**src/rtl/config_loader.sv**
```systemverilog
// ---------------------------------------------------------------------------
// config_loader
//   Streams packed configuration words into a tile's two scan chains,
//   MSB first. The CLB chain is filled first, then the connection
//   (SB -> CB_top -> CB_right) chain. Bits are packed contiguously across the
//   chain boundary. Each scan_en is pulsed only on cycles that carry a real
//   bit, so the chains simply hold while the input stream stalls.
//
// Ports
//   clk_i             single clock, rising edge
//   rst_n_i           synchronous active-low reset
//   start_i           1-cycle pulse, begins a load (honoured in IDLE / DONE)
//   cfg_data_i        configuration word, MSB shifted first
//   cfg_valid_i       cfg_data_i valid
//   cfg_ready_o       word accepted this cycle when cfg_valid_i is also high
//   clb_scan_data_o   serial bit to the CLB chain
//   clb_scan_en_o     CLB chain shift enable
//   conn_scan_data_o  serial bit to the connection chain
//   conn_scan_en_o    connection chain shift enable
//   busy_o            high while loading or flushing
//   done_o            high after a complete load, until next start or reset
// ---------------------------------------------------------------------------
// state   | meaning
// --------+---------------------------------------------------------------
// S_IDLE  | out of reset, waiting for start
// S_CLB   | shifting buffered bits into the CLB chain
// S_CONN  | shifting buffered bits into the connection chain
// S_FLUSH | one cycle so the chain samples the last registered bit
// S_DONE  | load complete; done_o held until the next start
// ---------------------------------------------------------------------------
module config_loader #(
  parameter int DATA_WIDTH     = 8,
  parameter int CLB_CHAIN_LEN  = 64,
  parameter int CONN_CHAIN_LEN = 96,
  parameter int CNT_WIDTH      = 16
) (
  input  logic                  clk_i,
  input  logic                  rst_n_i,
  input  logic                  start_i,
  input  logic [DATA_WIDTH-1:0] cfg_data_i,
  input  logic                  cfg_valid_i,
  output logic                  cfg_ready_o,
  output logic                  clb_scan_data_o,
  output logic                  clb_scan_en_o,
  output logic                  conn_scan_data_o,
  output logic                  conn_scan_en_o,
  output logic                  busy_o,
  output logic                  done_o
);

  localparam int BCW = $clog2(DATA_WIDTH + 1);

  localparam logic [CNT_WIDTH-1:0] CLB_LAST  = CNT_WIDTH'(CLB_CHAIN_LEN - 1);
  localparam logic [CNT_WIDTH-1:0] CONN_LAST = CNT_WIDTH'(CONN_CHAIN_LEN - 1);
  localparam logic [BCW-1:0]       BUF_FULL  = BCW'(DATA_WIDTH);
  localparam logic [BCW-1:0]       BUF_ONE   = BCW'(1);

  typedef enum logic [2:0] {
    S_IDLE  = 3'd0,
    S_CLB   = 3'd1,
    S_CONN  = 3'd2,
    S_FLUSH = 3'd3,
    S_DONE  = 3'd4
  } state_e;

  state_e                state_q, state_d;
  logic [DATA_WIDTH-1:0] buf_q, buf_d;
  logic [BCW-1:0]        buf_cnt_q, buf_cnt_d;
  logic [CNT_WIDTH-1:0]  cnt_q, cnt_d;
  logic                  clb_data_q, clb_data_d;
  logic                  clb_en_q, clb_en_d;
  logic                  conn_data_q, conn_data_d;
  logic                  conn_en_q, conn_en_d;

  logic loading;
  logic shift;
  logic clb_last;
  logic conn_last;
  logic ready;
  logic load;

  always_comb begin
    loading   = (state_q == S_CLB) || (state_q == S_CONN);
    shift     = loading && (buf_cnt_q != '0);
    clb_last  = (state_q == S_CLB)  && (cnt_q == CLB_LAST);
    conn_last = (state_q == S_CONN) && (cnt_q == CONN_LAST);
    // Refill on the cycle the last buffered bit leaves, so word boundaries
    // cost no bubble. Not on the final conn bit: that word would be an extra
    // one and would only be thrown away.
    ready     = loading &&
                ((buf_cnt_q == '0) || ((buf_cnt_q == BUF_ONE) && !conn_last));
    load      = ready && cfg_valid_i;
  end

  always_comb begin
    state_d     = state_q;
    buf_d       = buf_q;
    buf_cnt_d   = buf_cnt_q;
    cnt_d       = cnt_q;
    clb_data_d  = clb_data_q;
    conn_data_d = conn_data_q;
    clb_en_d    = 1'b0;
    conn_en_d   = 1'b0;

    case (state_q)
      S_IDLE, S_DONE: begin
        if (start_i) begin
          state_d   = S_CLB;
          cnt_d     = '0;
          buf_cnt_d = '0;
        end
      end
      S_FLUSH: state_d = S_DONE;
      default: ;
    endcase

    if (shift) begin
      if (state_q == S_CLB) begin
        clb_data_d = buf_q[DATA_WIDTH-1];
        clb_en_d   = 1'b1;
      end else begin
        conn_data_d = buf_q[DATA_WIDTH-1];
        conn_en_d   = 1'b1;
      end
      buf_d     = buf_q << 1;
      buf_cnt_d = buf_cnt_q - BUF_ONE;
      cnt_d     = cnt_q + CNT_WIDTH'(1);

      if (clb_last) begin
        // Remaining buffer bits carry straight on into the conn chain.
        state_d = S_CONN;
        cnt_d   = '0;
      end else if (conn_last) begin
        state_d   = S_FLUSH;
        buf_d     = '0;
        buf_cnt_d = '0;
        cnt_d     = '0;
      end
    end

    // A load only coincides with a shift when the last bit is leaving, so the
    // fresh word simply replaces the drained buffer.
    if (load) begin
      buf_d     = cfg_data_i;
      buf_cnt_d = BUF_FULL;
    end
  end

  always_ff @(posedge clk_i) begin
    if (!rst_n_i) begin
      state_q     <= S_IDLE;
      buf_q       <= '0;
      buf_cnt_q   <= '0;
      cnt_q       <= '0;
      clb_data_q  <= 1'b0;
      clb_en_q    <= 1'b0;
      conn_data_q <= 1'b0;
      conn_en_q   <= 1'b0;
    end else begin
      state_q     <= state_d;
      buf_q       <= buf_d;
      buf_cnt_q   <= buf_cnt_d;
      cnt_q       <= cnt_d;
      clb_data_q  <= clb_data_d;
      clb_en_q    <= clb_en_d;
      conn_data_q <= conn_data_d;
      conn_en_q   <= conn_en_d;
    end
  end

  assign cfg_ready_o      = ready;
  assign clb_scan_data_o  = clb_data_q;
  assign clb_scan_en_o    = clb_en_q;
  assign conn_scan_data_o = conn_data_q;
  assign conn_scan_en_o   = conn_en_q;
  assign busy_o           = (state_q == S_CLB) || (state_q == S_CONN) ||
                            (state_q == S_FLUSH);
  assign done_o           = (state_q == S_DONE);

endmodule

```
**config.mk**
```make
export PLATFORM = sky130hd
export DESIGN_NAME = config_loader
export DESIGN_NICKNAME = d
export VERILOG_FILES = /design/src/rtl/config_loader.sv
export SDC_FILE = /design/constraint.sdc
export NUM_CORES = 1
export LEC_CHECK = 0
export CORE_ASPECT_RATIO = 1.25
export CORE_MARGIN = 1
export CORE_UTILIZATION = 30
export CTS_CLUSTER_SIZE = 10
export DETAILED_ROUTE_END_ITERATION = 7
export DONT_BUFFER_PORTS = 1
export PLACE_DENSITY_LB_ADDON = 0.05
export SLEW_MARGIN = 40
export SYNTH_ARGS = -nofsm -noshare
export SYNTH_HDL_FRONTEND = slang
export SYNTH_SLANG_ARGS = --single-unit
```
**constraint.sdc**
```tcl
create_clock -name clk_i -period 5 [get_ports clk_i]
set_input_delay 0.75 -clock clk_i [delete_from_list [all_inputs] [get_ports clk_i]]
set_output_delay 0.75 -clock clk_i [all_outputs]
set_load 0.01 [all_outputs]
```
== After elaboration in Yosys (flattened, before gate mapping) ==
Index checks and enable logic that the tools add are counted.
W data, S select, Z words.

* Bits in registers: 35
* Word-level logic and storage cells: 67
* Input bits: 12
* Output and inout bits: 7

* Multiplexer cells: 22
* Bitwise operators: 2
* Reduce and logical (&&, ||, !) cells: 25
* Eq/ne operators: 7
* $add $sub $neg: 2

{| class="wikitable"
|+ Operators with widths
! operator !! number
|-
| $mux W16 || 5
|-
| $mux W8 || 4
|-
| $mux W4 || 6
|-
| $add A16 B1 Y16 const B || 1
|-
| $eq A16 B6 Y1 const B || 1
|-
| $eq A16 B7 Y1 const B || 1
|-
| $mux W3 || 4
|-
| $reduce_and A2 Y1 || 5
|-
| $eq A3 B2 Y1 const B || 2
|-
| $logic_and A1 B1 Y1 || 6
|-
| $pmux W3 S2 || 1
|-
| $reduce_bool A2 Y1 || 3
|-
| $reduce_bool A3 Y1 || 2
|-
| $eq A4 B1 Y1 const B || 1
|-
| $logic_not A4 Y1 || 1
|-
| $reduce_bool A4 Y1 || 1
|-
| $reduce_or A2 Y1 || 2
|-
| $sub A4 B1 Y4 const B || 1
|-
| $eq A3 B1 Y1 const B || 1
|-
| $eq A3 B3 Y1 const B || 1
|-
| $logic_not A3 Y1 || 1
|-
| $logic_or A1 B1 Y1 || 3
|-
| $mux W1 || 2
|-
| $not A1 Y1 || 2
|-
| $logic_not A1 Y1 || 1
|}

== Longest topological paths before layout ==
* Depth in word-level cells: 9
* Gate-level depth with buffers: 8
* Depth with buffers taken out: 7

== Worst setup path before layout ==
Ideal clock, no wire load.

* Path kind: register -> output
* Start: reg cnt_q[9]
* End: out cfg_ready_o
* Data required time: 4250 ps
* Setup slack: 2559 ps
* Buffers on the path: 1
* Cell stages (with the launch flop): 6
* Data arrival time: 1691 ps
* Cells stage by stage: dfxtp_1 buf_6 or4_4 or4_4 nor2_1 nor2_1

* Longest elaborated chain between the ends: 6

{| class="wikitable"
|+ RTL lines
! item !! line !! RTL
|-
| from (decl) || 69 || <nowiki>logic [CNT_WIDTH-1:0] cnt_q, cnt_d;</nowiki>
|-
| from (signal assigned) || 163 || <nowiki>cnt_q <= cnt_d;</nowiki>
|-
| $eq A16 B7 Y1 || 86 || <nowiki>conn_last = (state_q == S_CONN) && (cnt_q == CONN_LAST);</nowiki>
|-
| $logic_and A1 B1 Y1 || 86 ||
|-
| $logic_not A1 Y1 || 91 || <nowiki>((buf_cnt_q == '0) || ((buf_cnt_q == BUF_ONE) && !conn_last));</nowiki>
|-
| $logic_and A1 B1 Y1 || 91 ||
|-
| $logic_or A1 B1 Y1 || 91 ||
|-
| $logic_and A1 B1 Y1 || 90 || <nowiki>ready = loading &&</nowiki>
|-
| to (decl) || 42 || <nowiki>output logic cfg_ready_o,</nowiki>
|}

Every way passes these cells.

== Worst setup path after layout ==
* Start: reg cnt_q[0]
* End: out cfg_ready_o

Same word-level chain as after synthesis.

==> results.cfg <==
[global_routing]
grt_pass1_wl_um = 7530
antenna_found_initial = 0
grt_usage = 0.148
first_global_vias = 1668
grt_max_degree = 33
grt-ovfl-total = 0

[floorplan]
fp.dieH_um = 91.0
io_pins = 19
dieArea_sq_mm = 0.00666
core.rowCount = 32
start_util = 0.310
coreArea_sq_mm = 0.00613
die_w_um = 73.2

[run]
cap_violations = 0

[outcome]
outcome = finished clean

[drt]
vias = 1631
drtPass1Iterations = 4
ant_nets = 0
drcViolationCount = 0
wl_per_cell_um = 14.5
wl_um = 4440
vias_per_cell = 5.33
drtIter0Drc = 58

[power]
p_sw_frac = 0.292
p_leak_nw = 0.629
switching_power_w = 0.000174
p_per_area_mw_per_mm2 = 295
pwr-share-seq = 0.509
combPwrFrac = 0.147
p_int_w = 0.000422
vdd_drop_max_uv = 138
clkPwrFrac = 0.344

[timing]
finalSetupViolations = 0
whs_ps = 457
rsz0062_at_grt = false
maxSlewViolCount = 0
period_needed_ps = 2940
fin_tns_setup_ps = 0
post-route-period-util = 0.587
max_freq_mhz = 341
finClkSkew_ps = 6.77
worst_slew_margin_rel = 0.483
hold_viol_final = 0
worst_pin_slew_ps = 775

[hold_path]
min_path_cells = 1
hold_path.class = reg2reg
hold_start = cnt_q[15]
hold-path-endpoint = cnt_q[15]

[clock_network]
clk_pin_slew_ps = 80
numCtsBuffers = 5
htree_levels = 2
clockBufferDepth = 2
clock-sinks = 35
cts-resized-gates = 0
cts_tree = done
worstSkewPairLatency_ps = 290
postCtsSetupBuffers = 0
cts_hold_buf = 0
root_buffer = clkbuf_8

[critical_path]
r2r_cells = 7
crit_buf_inv = 0
crit_type = reg2out
cpMostUsedCell = nor2_1
cp_cell_sequence = ha_1 > nand4_1 > or4_4 > nor2_1 > nor2_1
worstPathArrival_ps = 2190
critical_path.startpoint_type = register
rr_startpoint = buf_cnt_q[0]
critical_path.endpoint_type = primary output
reg2reg_slack_ps = 2230
r2r-end = cnt_q[11]
cpPeakStageDelay_ps = 610
critPathRequiredTime_ps = 4250
critPathSlowestCell = or4_4
critPathMaxFanout = 10
crit_family = simple AND/OR/NAND/NOR gates

[synthesis]
ys_async_sr_fraction = 0
ys_ff_latch = 35
yosys-top-cells-area = dfxtp_1, a22oi_1, nand2_1, o21ai_0, mux2i_1
syn_inst = 229
ys_warn_count = 0
synth_area_sq_mm = 0.00190
synth_top_area_cell = dfxtp_1
ys.flop_type = dfxtp_1
synth_edf_count = 0
synth_top_area_share = 0.369
ys_types = 51
syn_nets = 245
avgSynthCellArea_sq_um = 8.29
seq_area_frac_synth = 0.369

[placement]
dp_hpwl_um = 3180
port_buffers = 0
gp_congestion = 0.782

[final_layout]
layout_common_cells = dfxtp_1, nand2_1, nor2_1
seqCellArea_sq_um = 701
final_common_cell = dfxtp_1
final_net_count = 236
num_antenna_cells = 0
area_delta_synth_final_pct = 6.26
multi_input_area_sq_mm = 0.00109
fill_cells = 670
drive_gt1_frac = 0.0995
power groups by stage:
stage | Clock, W | Combinational, W | Sequential (W)
floorplan | 0 | 0.0000773 | 0.000306
global placement | 0 | 0.0000868 | 0.000309
detailed placement | 0 | 0.0000892 | 0.000310
CTS | 0.000216 | 0.0000893 | 0.000303
global route | 0.000230 | 0.0000992 | 0.000305
finish | 0.000205 | 0.0000878 | 0.000303
how the worst max path moves through the flow:
| stage | startpoint | end | depth (start not counted) |
|---|---|---|---|
| 4_1_cts | buf_cnt_q[0] | cnt_q[12] | 7 |
| 5_1_grt | buf_cnt_q[0] | cnt_q[11] | 7 |
| 6_report | cnt_q[0] | cfg_ready_o | 5 |
| 2_1_floorplan | cnt_q[9] | cfg_ready_o | 5 |
| 3_5_place_dp | buf_cnt_q[0] | cnt_q[11] | 7 |
| 3_3_place_gp | buf_cnt_q[0] | cnt_q[11] | 7 |
state kept, by name (all words and copies together) (netlist names):
| name | count |
|---|---|
| clb_scan_en_o | 1 |
| buf_cnt_q | 4 |
| conn_scan_en_o | 1 |
| cnt_q | 16 |
| conn_scan_data_o | 1 |
| state_q | 3 |
| buf_q | 8 |
| clb_scan_data_o | 1 |
synthesized netlist by cell type (3+ instances only):
master and count:
nand4_1 8, a21oi_1 10, nor3_1 5, and2_1 3, or2_2 3, nand2_1 23, clkbuf_1 13, mux2i_1 6
dfxtp_1 35, nor2_1 16, nor2b_1 5, a22oi_1 12, inv_1 9, nand3_1 8, xor2_1 3, xnor2_1 3
o21ai_0 13, a31oi_1 8, a21boi_0 3, ha_1 4
per-stage QoR:
step / std cells / cell area [sq um] / util / total power [W] / setup WS [ps]
4_1_cts: 306 / 2010 / 0.329 / 0.000609 / 1810
5_1_grt: 306 / 2020 / 0.329 / 0.000634 / 1890
3_3_place_gp: 298 / 1930 / 0.314 / 0.000396 / 1970
6_report: 306 / 2020 / 0.329 / 0.000596 / 2060
2_1_floorplan: 229 / 1900 / - / 0.000383 / 2560
3_5_place_dp: 298 / 1930 / 0.315 / 0.000399 / 1850
final cells by class:
class	count	share of cell area
clock inverter	2	0.00620
multi-input combinational	169	0.541
inverter	9	0.0167
tap	85	0.0527
sequential	35	0.347
clock buffer	6	0.0360
cell families (layout without fill, tap and decap cells):
group / Yosys count / after routing / synth area share
buffers and inverters: 25 / 17 / 0.0599
AO/OA/AOI/OAI: 60 / 60 / 0.217
XOR/XNOR: 6 / 6 / 0.0277
flip-flops: 35 / 35 / 0.369
AND/OR/NAND/NOR: 93 / 93 / 0.268
multiplexers: 6 / 6 / 0.0316
adder cells (fa/ha/maj): 4 / 4 / 0.0264
metal layers:
layer,part of all wire,GRT usage
met5,0,0
met4,0.020,0.0752
met3,0.036,0.0400
met2,0.52,0.258
met1,0.43,0.159
(Power assumes the default switching activity.)
==> patch, RTL diff (same flow settings) <==
Set the parameter `DATA_WIDTH` to 32 (it was 8).
--- a/src/rtl/config_loader.sv
+++ b/src/rtl/config_loader.sv
@@ -29,7 +29,7 @@
 // S_DONE  | load complete; done_o held until the next start
 // ---------------------------------------------------------------------------
 module config_loader #(
-  parameter int DATA_WIDTH     = 8,
+  parameter int DATA_WIDTH     = 32,
   parameter int CLB_CHAIN_LEN  = 64,
   parameter int CONN_CHAIN_LEN = 96,
   parameter int CNT_WIDTH      = 16
Ports: changed (resized cfg_data_i); port bits go from 19 to 43. No check against the original RTL was run, so the function may have changed too.
==> patch against the unedited design <==
  * Synthesized cell count is 49% higher
  * Synthesized area is 52% higher
  * Clock power grew to 3.3 times the old value
  * Cell area is 65% higher
  * Total power grew to 2.6 times the old value
  * Non-clock buffer count is 3 higher
  * Setup slack better by 150 ps
  * Critical path depth is 1 lower
  * Combinational power grew to 3.4 times the old value
  * Routed wire length is 65% higher
  * Hold slack better by 20 ps
  * Sequential cell count is 26 higher
  * Count of clock-buffer cells in the layout is 6 higher
  * Largest cell class unchanged
==> patch: results (changes against the unedited design) <==
dp.cells: 451  # was 298
p_leak_nw: 1.174  # was 0.6285 nW
final_nets: 378  # was 236
syn_inst: 341  # was 229
synthMuxAreaShare_pct: 1.037  # was 3.162%
synthAdderAreaFrac_pct: 1.296  # was 2.635%
drive_gt1_share_pct: 8.430  # was 9.955%
grt_use_met1_pct: 18.00  # was 15.89%
fin_skew_ps: 4.554  # was 6.771 ps
grt_pass1_wl_um: 11870  # was 7534 µm
reg_top3: "buf_q x32, cnt_q x16, buf_cnt_q x6"  # was cnt_q x16, buf_q x8, buf_cnt_q x4
stdcell_count: 467  # was 306
vdd.ir_drop.worst_uv: 188.6  # was 138.0 µV
synth_xor_area_share_pct: 0.6050  # was 2.767%
place.gp.congestion: 0.8011  # was 0.7823
ys_top_cells_by_count: "dfxtp_1, nor2_1, inv_1"  # was dfxtp_1, nand2_1, nor2_1
grt_pass1_vias: 2328  # was 1668
relSlewSlack_pct: 56.38  # was 48.32%
grt_util_met2_pct: 24.72  # was 25.85%
met3WireLength_um: 354  # was 162 µm
reg2reg_depth: 6  # was 7
path_clk_slew_ps: 50  # was 80 ps
outcome: "complete, no violations"  # unchanged
cp_slowest_cell: "dfxtp_1"  # was or4_4
ctsRootBufferMaster: "clkbuf_16"  # was clkbuf_8
power.share.clock_pct: 43.6  # was 34.4%
cp_data_arrival_time_ps: 2030  # was 2190 ps
crit_path_max_incr_delay_ps: 520  # was 610 ps
syn_nets: 380  # was 245
critPathMaxFanout: 11  # was 10
seq_area_frac_synth_pct: 42.18  # was 36.89%
nFillCells: 987  # was 670
==> patch: area by class of cell <==
cell class              instances  area (µm²)  share of cell area, %
well taps                     123       153.9                  4.635
clock inverters                 4       70.07                  2.110
inverters                      41       153.9                  4.635
clock buffers                  12       256.5                  7.724
flip-flops and latches         61        1221                  36.77
multi-input cells             223        1443                  43.44
repair buffers                  3       22.52                 0.6782
==> patch: power groups by stage <==
stage | clock, mW | sequential [mW] | combinational [mW]
after detailed placement | 0 | 0.585 | 0.297
after CTS | 0.696 | 0.576 | 0.299
after floorplan | 0 | 0.573 | 0.242
after global placement | 0 | 0.585 | 0.301
after global routing | 0.722 | 0.584 | 0.336
final | 0.678 | 0.576 | 0.299
==> patch: worst paths after layout <==
kind                    from           to  slack (ps)
hold reg to reg     buf_q[3]     buf_q[4]         480
setup / recovery  state_q[1]  cfg_ready_o        2220
setup reg to reg  state_q[1]     buf_q[3]        2530
hold / removal      buf_q[3]     buf_q[4]         480
